### src/rtl/pll_phase_sequencer.sv
// pll_phase_sequencer: arbitrates phase-step, clkswitch and areset access to the PLL reconfiguration pins,
// stepping with a synchronized phasedone handshake and a per-step timeout.
module pll_phase_sequencer #(
    parameter int SCAN_DIV     = 16,
    parameter int PULSE_TICKS  = 8,
    parameter int DONE_TIMEOUT = 1024
) (
    input  logic       clk,
    input  logic       reset,
    input  logic       host_req,
    input  logic [2:0] host_sel,
    input  logic       host_updown,
    input  logic [7:0] host_count,
    input  logic       scan_req,
    input  logic [2:0] scan_sel,
    input  logic       scan_updown,
    input  logic [7:0] scan_count,
    input  logic       areset_req,
    input  logic       clkswitch_req,
    input  logic       phasedone,
    output logic       host_done,
    output logic       scan_done,
    output logic       err_timeout,
    output logic       busy,
    output logic [7:0] steps_done,
    output logic [2:0] phasecounterselect,
    output logic       phaseupdown,
    output logic       phasestep,
    output logic       scanclk,
    output logic       areset,
    output logic       clkswitch
);
    localparam int PW = $clog2(PULSE_TICKS + 1);
    localparam int TW = $clog2(DONE_TIMEOUT + 1);

    typedef enum logic [2:0] {IDLE, ARESET, CLKSW, STEP, WAITLO, WAITHI, GAP} state_t;

    state_t        state;
    logic          pd_m, pd_s, second, job_scan;
    logic [7:0]    div, count, cnt_g, steps_inc;
    logic [PW-1:0] tick;
    logic [TW-1:0] timer;
    logic [2:0]    sel_g;
    logic          ud_g, sc_tog, sc_rise, step_ok, timed_out, pulse_end;

    assign sel_g     = host_req ? host_sel : scan_sel;
    assign ud_g      = host_req ? host_updown : scan_updown;
    assign cnt_g     = host_req ? host_count : scan_count;
    assign sc_tog    = div == 8'(SCAN_DIV - 1);
    assign sc_rise   = sc_tog && !scanclk;
    assign steps_inc = steps_done + 8'd1;
    assign step_ok   = state == WAITHI && pd_s;
    assign pulse_end = tick == PW'(PULSE_TICKS - 1);
    assign timed_out = (state == STEP || state == WAITLO || state == WAITHI) &&
                       timer == TW'(DONE_TIMEOUT - 1) && !step_ok;

    always_ff @(posedge clk) begin
        if (reset) begin
            state              <= IDLE;
            pd_m               <= 1'b0;
            pd_s               <= 1'b0;
            second             <= 1'b0;
            job_scan           <= 1'b0;
            div                <= '0;
            count              <= '0;
            tick               <= '0;
            timer              <= '0;
            host_done          <= 1'b0;
            scan_done          <= 1'b0;
            err_timeout        <= 1'b0;
            busy               <= 1'b0;
            steps_done         <= '0;
            phasecounterselect <= '0;
            phaseupdown        <= 1'b1;
            phasestep          <= 1'b0;
            scanclk            <= 1'b0;
            areset             <= 1'b0;
            clkswitch          <= 1'b0;
        end else begin
            host_done   <= 1'b0;
            scan_done   <= 1'b0;
            err_timeout <= 1'b0;
            pd_m        <= phasedone;
            pd_s        <= pd_m;
            timer       <= timer + 1'b1;
            tick        <= tick + 1'b1;
            if (state inside {STEP, WAITLO, WAITHI, GAP}) begin
                div <= sc_tog ? 8'd0 : div + 8'd1;
                if (sc_tog) scanclk <= ~scanclk;
            end
            case (state)
                IDLE: begin
                    tick <= '0;
                    if (areset_req) begin
                        state  <= ARESET;
                        areset <= 1'b1;
                        busy   <= 1'b1;
                    end else if (clkswitch_req) begin
                        state     <= CLKSW;
                        clkswitch <= 1'b1;
                        busy      <= 1'b1;
                    end else if (host_req || scan_req) begin
                        job_scan   <= !host_req;
                        count      <= cnt_g;
                        steps_done <= '0;
                        if (cnt_g == 8'd0) begin
                            host_done <= host_req;
                            scan_done <= !host_req;
                        end else begin
                            state              <= STEP;
                            busy               <= 1'b1;
                            phasestep          <= 1'b1;
                            scanclk            <= 1'b0;
                            div                <= '0;
                            second             <= 1'b0;
                            timer              <= '0;
                            phasecounterselect <= sel_g;
                            phaseupdown        <= ud_g;
                        end
                    end
                end
                ARESET, CLKSW: if (pulse_end) begin
                    state     <= IDLE;
                    busy      <= 1'b0;
                    areset    <= 1'b0;
                    clkswitch <= 1'b0;
                end
                STEP: if (sc_rise) begin
                    second <= 1'b1;
                    if (second) begin
                        phasestep <= 1'b0;
                        state     <= WAITLO;
                    end
                end
                WAITLO: if (!pd_s) state <= WAITHI;
                WAITHI: if (pd_s) begin
                    steps_done <= steps_inc;
                    if (steps_inc == count) begin
                        host_done <= !job_scan;
                        scan_done <= job_scan;
                        state     <= IDLE;
                        busy      <= 1'b0;
                        scanclk   <= 1'b0;
                    end else begin
                        state <= GAP;
                    end
                end
                GAP: if (sc_rise) begin
                    state     <= STEP;
                    phasestep <= 1'b1;
                    second    <= 1'b0;
                    timer     <= '0;
                end
                default: state <= IDLE;
            endcase
            // The handshake deadline overrides whatever the current state decided this cycle
            if (timed_out) begin
                err_timeout <= 1'b1;
                phasestep   <= 1'b0;
                scanclk     <= 1'b0;
                busy        <= 1'b0;
                state       <= IDLE;
            end
        end
    end
endmodule

### config.mk
export PLATFORM = sky130hd
export DESIGN_NAME = pll_phase_sequencer
export DESIGN_NICKNAME = d
export VERILOG_FILES = /design/src/rtl/pll_phase_sequencer.sv
export SDC_FILE = /design/constraint.sdc
export NUM_CORES = 1
export LEC_CHECK = 0
export BUFFER_PORTS_ARGS = -buffer_cell sky130_fd_sc_hd__clkbuf_2
export CELL_PAD_IN_SITES_DETAIL_PLACEMENT = 1
export CELL_PAD_IN_SITES_GLOBAL_PLACEMENT = 1
export CORE_UTILIZATION = 38
export DETAILED_ROUTE_END_ITERATION = 8
export GPL_ROUTABILITY_DRIVEN = 0
export PLACE_DENSITY = 0.77
export SYNTH_ARGS = -nofsm -noshare
export SYNTH_HDL_FRONTEND = slang
export SYNTH_SLANG_ARGS = --single-unit
### constraint.sdc
create_clock -name clk -period 2 [get_ports clk]
set_input_delay 0.2 -clock clk [delete_from_list [all_inputs] [get_ports clk]]
set_output_delay 0.2 -clock clk [all_outputs]
set_load 0.03 [all_outputs]
== Yosys cells after proc, flatten, opt, wreduce, memory -nomap -nowiden ==
Cells that the tools add are included.
Storage, ports and cells
  RAM bits: 0
  latch bits: 0
  memories: 0
  output and inout bits: 20
  ROM bits: 0
  word-level logic and storage cells: 165
  flip-flop bits (word level): 58
Operators by class
  muxes and demuxes: 82
  $add $sub $neg: 4
  divide/modulo/power cells: 0
  eq/ne operators: 25
  bitwise operators: 4
  $lt $le $gt $ge: 0
  multipliers: 0
  reductions and logical operators: 30
  shift-type cells: 0
Operator list (number)
  8-bit two-way mux: 12
  11-bit two-way mux: 5
  1-bit two-way mux: 42
  3-bit two-way mux: 12
  2-bit != test, second input constant: 12
  11-bit case mux with 2 select lines: 1
  3-bit case mux with 6 select lines: 1
  8-bit by 1-bit adder with 8-bit output, second input constant: 2
  8-bit case mux with 2 select lines: 1
  8-bit AND reduction: 2
  11-bit by 1-bit adder with 11-bit output, second input constant: 1
  11-bit by 10-bit == test with 1-bit output, second input constant: 1
  1-bit case mux with 2 select lines: 5
  5-bit AND reduction: 2
  3-bit == test, second input constant: 3
  1-bit case mux with 3 select lines: 3
  8-bit by 4-bit == test with 1-bit output, second input constant: 1
  8-bit == test: 1
  8-bit zero test: 1
  4-bit != test, second input constant: 2
  4-bit AND reduction: 2
  7-bit AND reduction: 1
  3-bit by 2-bit == test with 1-bit output, second input constant: 2
  6-bit AND reduction: 1
  other kinds (14): 29

== Logic depth before layout (Yosys ltp) ==
  word-level depth: 8
  depth in mapped cells: 9

== Least setup slack after synthesis ==
No wires, ideal clock.
  path kind: flip-flop to flip-flop
  start point: reg steps_done[0]
  end point: reg scanclk
  slack: -0.397 ns
  library setup time: 0.122 ns
  buffers on the path: 1
  data required time: 1.878 ns
  stages on the path, launching flop included: 8
  arrival: 2.276 ns
  path through: dfxtp_1 buf_4 nand3_2 nor3_2 or4b_1 a311oi_2 nor2_2 o311a_1
On the way
  word-level cells in the longest chain between the ends: 5
Ends and longest elaborated chain
  start: declaration: RTL line 25  | output logic [7:0] steps_done,
  start signal: assignment: RTL line 137  | steps_done <= steps_inc;
  8-bit by 1-bit adder with 8-bit output: RTL line 51  | assign steps_inc = steps_done + 8'd1;
  8-bit == test: RTL line 138  | if (steps_inc == count) begin
  1-bit two-way mux: RTL line 138
  1-bit two-way mux: RTL line 136  | WAITHI: if (pd_s) begin
  1-bit case mux with 2 select lines: RTL line 91  | case (state)
  end signal: assignment: RTL line 89  | if (sc_tog) scanclk <= ~scanclk;
  end: declaration: RTL line 29  | output logic scanclk,
No other way between the ends.
A chain may end at the register's enable or synchronous reset.

== Worst setup path in the final report ==
  start point: reg div[5]
  end point: reg state[1]
On the way
  word-level cells in the longest chain between the ends: 4
Ends and longest elaborated chain
  start: declaration: RTL line 40  | logic [7:0] div, count, cnt_g, steps_inc;
  start signal: assignment: RTL line 88  | div <= sc_tog ? 8'd0 : div + 8'd1;
  8-bit by 4-bit == test with 1-bit output *: RTL line 49  | assign sc_tog = div == 8'(SCAN_DIV - 1);
  1-bit logical AND *: RTL line 50  | assign sc_rise = sc_tog && !scanclk;
  2-bit != test (no source line)
  8-bit AND reduction (no source line) *
  end signal: assignment: RTL line 59  | state <= IDLE;
  end signal: assignment: RTL line 95  | state <= ARESET;
  end signal: assignment: RTL line 99  | state <= CLKSW;
  end: declaration: RTL line 38  | state_t state;
Mark *: on every way between the ends. The rest lies on a longest branch, timed or not.

==> impl_metrics.py <==
metrics = {
    "route": {
        "wl_met3_um": 268,
        "via_count": 2906,
        "dr_wl_met2_um": 4601,
        "drt-total-wl_um": 8952,
        "drc_errors": 0,
        "wire_per_inst_um": 16.61,
        "drt_iter0_markers": 121,
        "met1Wirelength_um": 3907,
        "dr.pass1.iters": 4,
        "top_layer_used": "met4",
        "vias_per_cell": 5.391,
        "ant_nets": 0,
    },
    "synthesis": {
        "synth_area_leaders": "dfxtp_1 39%, nor2_1 7.6%, mux2i_1 5.4%",
        "synth_edf_count": 0,
        "yosys_warnings": 0,
        "async_reset_ff_share_pct": 0,
        "yosysTopAreaCell": "dfxtp_1",
        "yosys.area.top_type_share_pct": 39.01,
        "ys_ff_latch": 58,
        "syn-num-nets": 388,
        "synthesis.area_sq_um": 2977,
        "syn_area_per_cell_sq_um": 8.456,
        "ys_types": 52,
        "synthCells": 352,
        "synth_top_flop_cell": "dfxtp_1",
        "yosysMostFrequentCell": "nor2_1",
        "seq_area_frac_synth_pct": 39.01,
        "synth_commonest_cells": "60 x nor2_1, 58 x dfxtp_1, 20 x nand2_1",
    },
    "die": {
        "ioPinCount": 51,
        "die_area_sq_um": 8191,
        "placementRows": 31,
        "die_h_um": 90.51,
        "core_sq_um": 7408,
        "dieWidth_um": 90.51,
        "start_util_pct": 40.18,
    },
    "clocking": {
        "cts.htree.levels": 3,
        "clk_pin_slew_ns": 0.07,
        "cts_tree": "done",
        "cts.sinks": 58,
        "cts-root-buf": "clkbuf_8",
        "cts_made_buffers": 9,
        "hold_buffers": 0,
        "clk-insertion-delay-late_ns": 0.35,
        "cts_max_path_buffers": 2,
    },
    "place": {
        "dpl.hpwl_um": 6102,
        "io_buffers": 50,
        "placedCellCount": 515,
        "preCtsSetupSlack_ns": -0.1280,
    },
    "setup_path": {
        "cp.arrival_ns": 2.30,
        "crit_path_end_kind": "flip-flop",
        "cp.required_ns": 2.25,
        "critPathMaxFanout": 5,
        "path_class": "reg -> reg",
        "startpoint_type": "flip-flop",
    },
    "timing": {
        "finalHoldViolCount": 0,
        "rsz0062_at_grt": "yes",
        "slew_headroom_pct": 57.57,
        "finalSetupTns_ns": -0.09266,
        "fin_crit_ns": 2.048,
        "period_share_pct": 102.4,
        "final-setup-viol-count": 3,
        "tightest_slew_ns": 0.6317,
        "fmaxAchievable_ghz": 0.4882,
        "drv_slew": 0,
        "fin_skew_ns": 0.009272,
        "timing.final.ws_setup_ns": -0.04840,
        "worst_hold_slack_ns": 0.06507,
    },
    "grt": {
        "grt.total_usage_pct": 22.15,
        "grt_pass1_wl_um": 14480,
        "grt_overflow_total": 0,
        "antenna_found_initial": 0,
        "grt_max_degree": 25,
        "first_global_vias": 2996,
    },
    "power_and_ir_drop": {
        "p_seq_share_pct": 37.4,
        "switchingPower_mw": 1.206,
        "combPwrFrac_pct": 28.8,
        "ir_drop_mv": 0.7426,
        "pwr-share-clk_pct": 33.8,
        "power_density_nw_per_um2": 891.3,
        "p_sw_share_pct": 33.88,
        "p_int_mw": 2.354,
        "leakage_nw": 1.623,
    },
    "run_status": {
        "status": "finished with violations",
        "failed_checks": "setup timing",
    },
    "worst_hold_path": {
        "hp-class": "in -> reg",
    },
    "layout": {
        "seqCellArea_sq_um": 1181,
        "area_growth_pct": 34.22,
        "nNetsFinal": 471,
        "num-fill-cells": 899,
        "utilization_pct": 53.93,
        "num_antenna_cells": 0,
        "fin_cells": 539,
        "drive_above_1_share_pct": 33.86,
        "multi_input_area_sq_um": 1873,
    },
    "flow_run": {
        "maxCapViolCount": 0,
    },
}
[cell families (layout without fill, tap and decap cells)]
kind of cell,Yosys count,count (layout),share of synthesized area (%)
buffers and inverters,27,115,3.867
multiplexers,17,17,5.759
AND/OR/NAND/NOR,149,149,24.67
XOR/XNOR,30,30,8.827
AO/OA/AOI/OAI,66,66,15.76
flip-flops,58,58,39.01
adder cells (fa/ha/maj),5,5,2.102
[worst paths after layout]
kind	start	end	slack [ns]	cells after the start
worst max-delay path	div[5]	state[1]	-0.05	8
worst min-delay path	phasedone	pd_m	0.07	2
worst max register to register	div[5]	state[1]	-0.05	8
worst min register to register	pd_m	pd_s	0.45	1
[worst max-delay path: stages, from the launching register on]
cell and delay (ns):
dfxtp_2 0.33, or4_4 0.54, nor2_4 0.13, ha_4 0.17
inv_2 0.03, mux2i_1 0.20, o221a_4 0.26, o21ai_2 0.06
o221a_2 0.22
[sequential cells by signal, indices dropped and copies added (netlist names)]
name / cells
timer: 11
count: 8
div: 8
steps_done: 8
tick: 4
phasecounterselect: 3
state: 3
areset: 1
busy: 1
clkswitch: 1
err_timeout: 1
host_done: 1
job_scan: 1
pd_m: 1
pd_s: 1
phasestep: 1
phaseupdown: 1
scan_done: 1
scanclk: 1
second: 1
[routing by layer]
layer	vias to the layer above	GRT usage [%]
met3	19	3.872
met2	44	39.02
li1	1423	-
met4	0	8.199
met1	1420	26.76
met5	-	0
[cells in the final DEF, fill, tap and decap left out, types with 12 or more instances in the layout]
master | synthesis | layout
nor3_1 | 12 | 12
clkbuf_2 | 0 | 50
dfxtp_1 | 58 | 50
nor2_1 | 60 | 58
a21oi_1 | 12 | 12
xor2_1 | 12 | 12
buf_4 | 2 | 39
mux2i_1 | 16 | 16
xnor2_1 | 18 | 17
a211oi_1 | 12 | 12
nand3_1 | 16 | 14
nand2_1 | 20 | 18
[through the flow]
| stage | power [mW] | cell area [sq um] |
|---|---|---|
| 2_1_floorplan | 1.977 | 3010 |
| 3_3_place_gp | 2.212 | 3553 |
| 3_5_place_dp | 2.251 | 3553 |
| 4_1_cts | 3.474 | 3827 |
| 5_1_grt | 3.731 | 3995 |
| 6_report | 3.561 | 3995 |
[power by group through the flow]
stage | Combinational [mW] | Clock, mW | Sequential [mW]
2_1_floorplan | 0.571 | 0 | 1.41
3_3_place_gp | 0.858 | 0 | 1.35
3_5_place_dp | 0.893 | 0 | 1.36
4_1_cts | 0.919 | 1.22 | 1.33
5_1_grt | 1.12 | 1.26 | 1.35
6_report | 1.02 | 1.20 | 1.33
[area by class of cell]
type / count / area share, %
Clock buffer: 10 / 3.727
Tap cell: 99 / 3.101
Multi-Input combinational cell: 267 / 46.88
Sequential cell: 58 / 29.56
Clock inverter: 6 / 1.785
Timing Repair Buffer: 92 / 14.28
Inverter: 7 / 0.6577
[what timing repair did]
| item | in CTS | in global routing |
|---|---|---|
| resized for setup | 11 | 26 |
| cloned | 0 | 1 |
| endpoints found under the setup margin | 21 | 25 |
| pin swaps | 4 | 16 |
| setup buffers | 2 | 5 |
(Power assumes the default switching activity.)
